$ cat config.mk
export PLATFORM = sky130hd
export DESIGN_NAME = se_channel_scale
export DESIGN_NICKNAME = d
export VERILOG_FILES = /design/src/rtl/se_scale_pkg.sv /design/src/rtl/se_gate_mul.sv /design/src/rtl/se_channel_scale.sv
export SDC_FILE = /design/constraint.sdc
export NUM_CORES = 1
export LEC_CHECK = 0
export ABC_AREA = 1
export CAP_MARGIN = 20
export CORE_MARGIN = 1
export CORE_UTILIZATION = 33
export DETAILED_ROUTE_END_ITERATION = 8
export PLACE_DENSITY_LB_ADDON = 0.08
export SLEW_MARGIN = 20
export SYNTH_ARGS = -nofsm -noshare
export SYNTH_HDL_FRONTEND = slang
export SYNTH_SLANG_ARGS = --single-unit
$ cat constraint.sdc
create_clock -name clk -period 18.2 [get_ports clk]
set_clock_uncertainty 0.15 [all_clocks]
set_input_delay 3.64 -clock clk [delete_from_list [all_inputs] [get_ports clk]]
set_output_delay 3.64 -clock clk [all_outputs]
set_load 0.01 [all_outputs]
$ cat src/rtl/se_scale_pkg.sv
// Shared types and constants for the squeeze-excite channel scaling stage.
package se_scale_pkg;

  // Two-phase operation: collect one gate per channel, then scale a frame.
  typedef enum logic {LOAD, SCALE} se_state_t;

  // Default gate format: 8.8 fixed point.
  localparam int SE_FRAC_BITS = 8;
  localparam int GATE_ONE     = 1 << SE_FRAC_BITS;
  localparam int RND_HALF     = 1 << (SE_FRAC_BITS - 1);

endpackage

$ cat src/rtl/se_gate_mul.sv
// Combinational feature x gate multiply with round-half-up back to the feature format.
module se_gate_mul
  import se_scale_pkg::*;
#(
  parameter int DATA_WIDTH = 16,
  parameter int FRAC_BITS  = SE_FRAC_BITS
) (
  input  logic signed [DATA_WIDTH-1:0] feat,
  input  logic signed [DATA_WIDTH-1:0] gate,
  output logic signed [DATA_WIDTH-1:0] scaled
);

  localparam int PW = 2 * DATA_WIDTH;
  localparam logic signed [PW-1:0] HALF = PW'(1 << (FRAC_BITS - 1));

  // Add half an LSB, shift arithmetically, keep the low word. The gate is
  // clamped to [0, 1.0] upstream, so the result always fits.
  function automatic logic signed [DATA_WIDTH-1:0] round_shift(input logic signed [PW-1:0] p);
    logic signed [PW-1:0] s;
    s = (p + HALF) >>> FRAC_BITS;
    return s[DATA_WIDTH-1:0];
  endfunction

  logic signed [PW-1:0] prod;

  // Full-precision signed product, then rounding.
  always_comb begin
    prod   = feat * gate;
    scaled = round_shift(prod);
  end

endmodule

$ cat src/rtl/se_channel_scale.sv
// Squeeze-excite excitation: stores per-channel gates, then rescales a
// channel-interleaved feature stream by gate[ch] with a single output register.
module se_channel_scale
  import se_scale_pkg::*;
#(
  parameter int DATA_WIDTH   = 16,
  parameter int FRAC_BITS    = SE_FRAC_BITS,
  parameter int NUM_CHANNELS = 16,
  parameter int NUM_PIXELS   = 64
) (
  input  logic                         clk,
  input  logic                         rst_n,
  input  logic signed [DATA_WIDTH-1:0] gate_data,
  input  logic                         gate_valid,
  output logic                         gate_ready,
  input  logic signed [DATA_WIDTH-1:0] feat_data,
  input  logic                         feat_valid,
  output logic                         feat_ready,
  output logic signed [DATA_WIDTH-1:0] out_data,
  output logic                         out_valid,
  input  logic                         out_ready,
  output logic                         out_last,
  output logic                         frame_done,
  output logic                         busy
);

  localparam int CW = $clog2(NUM_CHANNELS);
  localparam int PXW = (NUM_PIXELS > 1) ? $clog2(NUM_PIXELS) : 1;
  localparam logic signed [DATA_WIDTH-1:0] ONE = DATA_WIDTH'(1 << FRAC_BITS);

  // Negative gates become 0 and anything above 1.0 becomes 1.0, so the
  // multiply can never grow a feature past its own magnitude.
  function automatic logic signed [DATA_WIDTH-1:0] clamp_gate(input logic signed [DATA_WIDTH-1:0] g);
    if (g < 0) return '0;
    else if (g > ONE) return ONE;
    else return g;
  endfunction

  se_state_t state, state_nxt;
  logic [CW-1:0]  g_idx;
  logic [CW-1:0]  ch_idx;
  logic [PXW-1:0] pix_idx;
  logic signed [DATA_WIDTH-1:0] gmem [NUM_CHANNELS];
  logic signed [DATA_WIDTH-1:0] scaled;
  logic gate_acc, feat_acc, g_last, ch_last, pix_last, frame_last;

  assign gate_ready = (state == LOAD);
  assign feat_ready = (state == SCALE) & (~out_valid | out_ready);
  assign busy       = (state == SCALE) | out_valid;
  assign gate_acc   = gate_valid & gate_ready;
  assign feat_acc   = feat_valid & feat_ready;
  assign g_last     = (g_idx == CW'(NUM_CHANNELS - 1));
  assign ch_last    = (ch_idx == CW'(NUM_CHANNELS - 1));
  assign pix_last   = (pix_idx == PXW'(NUM_PIXELS - 1));
  assign frame_last = ch_last & pix_last;

  se_gate_mul #(
    .DATA_WIDTH(DATA_WIDTH),
    .FRAC_BITS (FRAC_BITS)
  ) u_mul (
    .feat  (feat_data),
    .gate  (gmem[ch_idx]),
    .scaled(scaled)
  );

  // State register.
  always_ff @(posedge clk or negedge rst_n) begin
    if (!rst_n) state <= LOAD;
    else        state <= state_nxt;
  end

  // Next state: a full gate set starts scaling, the last beat of a frame returns to loading.
  always_comb begin
    state_nxt = state;
    case (state)
      LOAD:    if (gate_acc && g_last) state_nxt = SCALE;
      SCALE:   if (feat_acc && frame_last) state_nxt = LOAD;
      default: state_nxt = LOAD;
    endcase
  end

  // Gate write index and channel/pixel position within the frame.
  always_ff @(posedge clk or negedge rst_n) begin
    if (!rst_n) begin
      g_idx   <= '0;
      ch_idx  <= '0;
      pix_idx <= '0;
    end else begin
      if (gate_acc) g_idx <= g_last ? '0 : g_idx + 1'b1;
      if (feat_acc) begin
        if (ch_last) begin
          ch_idx  <= '0;
          pix_idx <= pix_last ? '0 : pix_idx + 1'b1;
        end else begin
          ch_idx <= ch_idx + 1'b1;
        end
      end
    end
  end

  // Gate memory; contents are only meaningful after a full load, so no reset.
  always_ff @(posedge clk) begin
    if (gate_acc) gmem[g_idx] <= clamp_gate(gate_data);
  end

  // Output register: reload on accept, otherwise drain when downstream takes it.
  always_ff @(posedge clk or negedge rst_n) begin
    if (!rst_n) begin
      out_data  <= '0;
      out_valid <= 1'b0;
      out_last  <= 1'b0;
    end else if (feat_acc) begin
      out_data  <= scaled;
      out_valid <= 1'b1;
      out_last  <= frame_last;
    end else if (out_ready) begin
      out_valid <= 1'b0;
      out_last  <= 1'b0;
    end
  end

  // One-cycle pulse following the handshake of the frame's last beat.
  always_ff @(posedge clk or negedge rst_n) begin
    if (!rst_n) frame_done <= 1'b0;
    else        frame_done <= out_valid & out_ready & out_last;
  end

endmodule
* Word-level counts from Yosys, hierarchy flattened
Memories as Yosys holds them, arrays and structs flattened.
Cells that the tools add are included.
** Word-level totals
- Register bits :: 34
- Memory bits (writable) :: 256
- Memories kept :: 1
- Output and inout port bits :: 22
- Input port bits :: 37
- Logic and storage cells :: 47
** Memories
- gmem :: depth 16, width 16, read ports 1, clocked after Yosys merged registers in 0, write ports 1, RTL line se_channel_scale.sv:43 : logic signed [DATA_WIDTH-1:0] gmem [NUM_CHANNELS];
** Cells by class
- Multiply operators :: 1
- Multiplexer cells :: 14
- Bitwise gates (word level) :: 10
- Reduce and logical (&&, ||, !) cells :: 4
- Equality and inequality tests :: 3
- Magnitude comparators :: 2
- Add/sub/neg operators :: 4
** Operators by type and width (number)
- 16-bit 2-to-1 mux :: 3
- 24-bit by 9-bit adder with 24-bit output, second input constant :: 1
- 16-bit by 16-bit multiplier with 24-bit output :: 1
- 16-bit by 10-bit > comparator with 1-bit output, second input constant :: 1
- 16-bit by 1-bit < comparator with 1-bit output, second input constant :: 1
- 4-bit by 1-bit adder with 4-bit output, second input constant :: 2
- 4-bit equality test, second input constant :: 2
- 4-bit 2-to-1 mux :: 2
- 1-bit 2-to-1 mux :: 7
- 6-bit by 1-bit adder with 6-bit output, second input constant :: 1
- 1-bit AND :: 6
- 6-bit equality test, second input constant :: 1
- 6-bit 2-to-1 mux :: 1
- 1-bit logical AND :: 2
- 1-bit NOT :: 2
- 1-bit OR :: 2
- 1-bit one-hot mux with 2 select lines :: 1
- 2-bit AND reduction :: 1
- 2-bit nonzero test :: 1

* Longest topological paths before layout
- Depth after elaboration :: 7
- Gate-level depth with buffers :: 37
- Gate-level depth less buffers :: 35

* Cells and area by module
Synthesis repeated with hierarchy kept, for this count alone.
** Second synthesis, totals
- Cell total of the unflattened synthesis :: 2323
- Area total of the unflattened synthesis :: 20265.7 sq um
** Modules (own cells, without submodules)
- se_channel_scale :: cells each 1203, area each 12174.2 sq um, sequential area each 8057.7 sq um, times used 1
- se_gate_mul :: cells each 1120, area each 8091.5 sq um, sequential area each 0.0 sq um, times used 1

* Least setup slack after synthesis
OpenSTA, ideal clock, no wires.
- Path kind :: input to register
- Start point :: in feat_data[7]
- End point :: reg out_data[13]
- Required time :: 17.955 ns
- Library setup time :: 0.095 ns
- Path buffers :: 1
- Arrival :: 8.445 ns
- Slack :: 9.510 ns
- Stages :: 21
- Cells stage by stage :: buf_1 > inv_1 > nor2_1 > fa_1 > inv_1 > fa_1 > fa_1 > inv_1 > fa_1 > fa_1 > inv_1 > fa_1 > inv_1 > ha_1 > a21oi_1 > o21ai_0 > a21oi_1 > inv_1 > a221oi_1 > a21oi_1 > o31ai_1
** On the way
- Word-level cells in the longest chain between the ends :: 2
** RTL lines
- start, declared :: RTL line se_channel_scale.sv:16 : input logic signed [DATA_WIDTH-1:0] feat_data,
- 16-bit by 16-bit multiplier with 24-bit output :: RTL line se_gate_mul.sv:28 : prod = feat * gate;
- 24-bit by 9-bit adder with 24-bit output :: RTL line se_gate_mul.sv:20 : s = (p + HALF) >>> FRAC_BITS;
- end signal, assigned :: RTL line se_channel_scale.sv:113 : out_data <= scaled;
- end, declared :: RTL line se_channel_scale.sv:19 : output logic signed [DATA_WIDTH-1:0] out_data,
No other way between the ends.
A chain may end at the register's enable or synchronous reset.

* Worst setup path after layout
- Start point :: in feat_data[8]
- End point :: reg out_data[15]
The elaborated chain is that of the path after synthesis.

==> results.yml <==
min_path:
  holdCritPathClass: "reg2reg"
global_routing:
  antenna_found_initial: 0
  grt_max_degree: 81
  grt_use_total_pct: 18.3
  grt_pass1_wl_mm: 81.5
  overflow: 0
  grt_pass1_vias: 13876
timing:
  relSlewSlack_pct: 36.2
  hold_ws_ps: 328
  finalSetupViolCount: 0
  hold_viol_final: 0
  max_clock_freq_mhz: 104
  rsz0062_at_grt: "false"
  finalCritPeriodShare_pct: 52.9
  worst-slew-pin-transition_ps: 955
  tns_ps: 0
  period_needed_ps: 9620
  drv_slew: 0
outcome:
  outcome: "finished, final reports clean"
synth:
  yosys_warnings: 0
  ys_ff_latch: 274
  synth-seq-area-share_pct: 42.5
  synth-async-reset-ratio_pct: 12.4
  synth_xor_area_share_pct: 1.02
  synthCells: 2002
  ys.flop_type: "edfxtp_1"
  synthTopCellsByArea: "edfxtp_1, fa_1, nand2_1, inv_1, nor2_1"
  synth_compound_area_share_pct: 5.24
  yosys.area_share.simple_pct: 17.0
  synth_cell_type_count: 45
  synth_fa_ha_area_share_pct: 24.2
  synth_top_family_by_area: "adder cells"
  synthMuxAreaShare_pct: 0
  avgSynthCellArea_sq_um: 9.48
  synth_edf_count: 240
  synth_common_cells: "nand2_1, inv_1, nor2_1, edfxtp_1, fa_1"
  synthMostInstantiatedCell: "nand2_1"
  synth_largest_area_cell: "edfxtp_1"
  synth_area_sq_um: 19000
  synth_top_area_share_pct: 38.0
place:
  dpl_cell_area_sq_um: 20600
  place.gp.congestion: 0.891
  hpwl_mm: 36.8
  io_buffer_count: 58
worst_setup_path:
  end_kind: "register"
  cp_max_fo: 9
  crit_arrival_ps: 9890
  worstSetupPathType: "in2reg"
  start_kind: "input port"
  critPathRequiredTime_ps: 18470
drt:
  drc: 0
  top_layer: "met4"
  first_pass_iters: 5
  wl_met1_mm: 22.9
  postRouteAntennaNets: 0
  viasPerCell: 4.57
  wl_per_cell_um: 17.8
  met3_length_mm: 2.39
  via_count: 13389
  routed_wl_mm: 52.0
  drtIter0Drc: 905
  wl_met2_mm: 25.1
floorplan:
  start_util_pct: 33.5
  fp.dieArea_sq_um: 58500
  dieWidth_um: 242
  rows: 87
  ios: 59
  core_sq_um: 56600
  die_y_um: 242
clock_tree:
  cts_setup_buffers: 0
  clockRootBuffer: "clkbuf_16"
  postCtsHoldBufs: 0
  tritoncts: "yes"
  numCtsBuffers: 35
  htreeDepth: 2
  cts_sinks: 274
  clk_pin_slew_ps: 50
  clockBufferDepth: 3
  clock_latency_ps: 550
  cts.repair.resized: 0
finish:
  antennaDiodeCount: 0
  nets: 2447
  final_cell_area_sq_um: 21700
  area_growth_syn_to_layout_pct: 14.3
  drive_gt1_share_pct: 5.07
run:
  maxCapViolations: 0
## worst paths after layout
| kind | slack, ps | end | cells past startpoint | startpoint |
|---|---|---|---|---|
| setup / recovery | 8580 | out_data[15]$_DFFE_PN0P_ | 22 | feat_data[8] |
| hold / removal | 330 | out_data[10]$_DFFE_PN0P_ | 2 | out_data[10]$_DFFE_PN0P_ |
| setup reg to reg | 9650 | out_data[15]$_DFFE_PN0P_ | 30 | ch_idx[0]$_DFFE_PN0P_ |
| hold reg to reg | 330 | out_data[10]$_DFFE_PN0P_ | 2 | out_data[10]$_DFFE_PN0P_ |
| max in group asynchronous | 14280 | ch_idx[0]$_DFFE_PN0P_ | 1 | rst_n |
| min in group asynchronous | 3030 | out_data[10]$_DFFE_PN0P_ | 1 | rst_n |
## per-stage QoR
step / cells / util, % / worst slack, ps
after CTS: 2927 / 38.3 / 8640
after global placement: 2867 / 36.4 / 8070
after global routing: 2927 / 38.3 / 8290
final: 2927 / 38.3 / 8580
after detailed placement: 2868 / 36.5 / 8080
after floorplan: 2097 / - / 9510
## cell usage in the layout (no fill, tap or decap), types with 3 or more instances in the layout
master / synthesis / layout
clkdlybuf4s50_1: 0 / 57
buf_4: 10 / 25
a22o_1: 5 / 5
o22ai_1: 12 / 12
nor2_2: 1 / 8
fa_1: 178 / 178
nand2_2: 7 / 7
conb_1: 1 / 96
o21ai_0: 84 / 84
o21ai_1: 28 / 28
clkbuf_1: 17 / 12
o221ai_1: 9 / 9
nand4_1: 6 / 6
nor2_1: 283 / 276
clkbuf_16: 0 / 35
nor4_1: 3 / 3
nand3_1: 84 / 84
a21oi_1: 29 / 29
dfrtp_1: 34 / 32
nor3_1: 8 / 8
nand3b_1: 3 / 3
nand3_2: 3 / 3
clkinv_1: 8 / 11
o211ai_1: 3 / 3
edfxtp_1: 240 / 240
or2_1: 4 / 4
inv_2: 17 / 16
nand2_1: 394 / 394
xnor2_1: 10 / 10
inv_1: 370 / 370
xor2_1: 12 / 12
inv_6: 0 / 4
ha_1: 83 / 83
## layer usage
layer | up-vias | global-route usage [%]
met5 | - | 0
met4 | 0 | 6.16
met3 | 68 | 2.70
met2 | 278 | 31.2
met1 | 6589 | 23.7
li1 | 6454 | -
## critical path, stage by stage
cell and delay [ps]:
clkdlybuf4s50_1 740, clkinv_1 480, nor2_1 260, fa_1 480, fa_1 600, fa_1 430, fa_1 460, fa_1 570
inv_1 80, fa_1 490, inv_1 40, ha_1 350, a21oi_1 170, inv_1 90, a21oi_1 130, nor2_1 50
nor3_1 220, o21ai_0 140, a21oi_1 180, nand3_1 100, nand3_1 110, nand2_1 70
## registers in the layout (all words and copies together) (netlist names)
register	count
frame_done	1
out_last	1
g_idx	4
pix_idx	6
state	1
out_valid	1
ch_idx	4
gmem	240
out_data	16
## kinds of logic (layout without fill, tap and decap cells)
logic type      after synthesis  after routing
simple gates                802            802
xor+xnor                     22             22
compound gates              179            179
other cells                   1             96
fa+ha+maj                   261            261
buf+inv                     463            537
flops                       274            274
## layout make-up
cell class,instances,area [sq um]
clock buffer,48,935
clock inverter,11,105
fill,5841,34900
inverter,395,1480
multi-input combinational,1360,9400
sequential,274,8060
tap,756,946
timing repair buffer,83,763
Power is left out: the tool's default activity adds up to more than one toggle a clock period on the data nets, which glitch-free logic cannot reach.
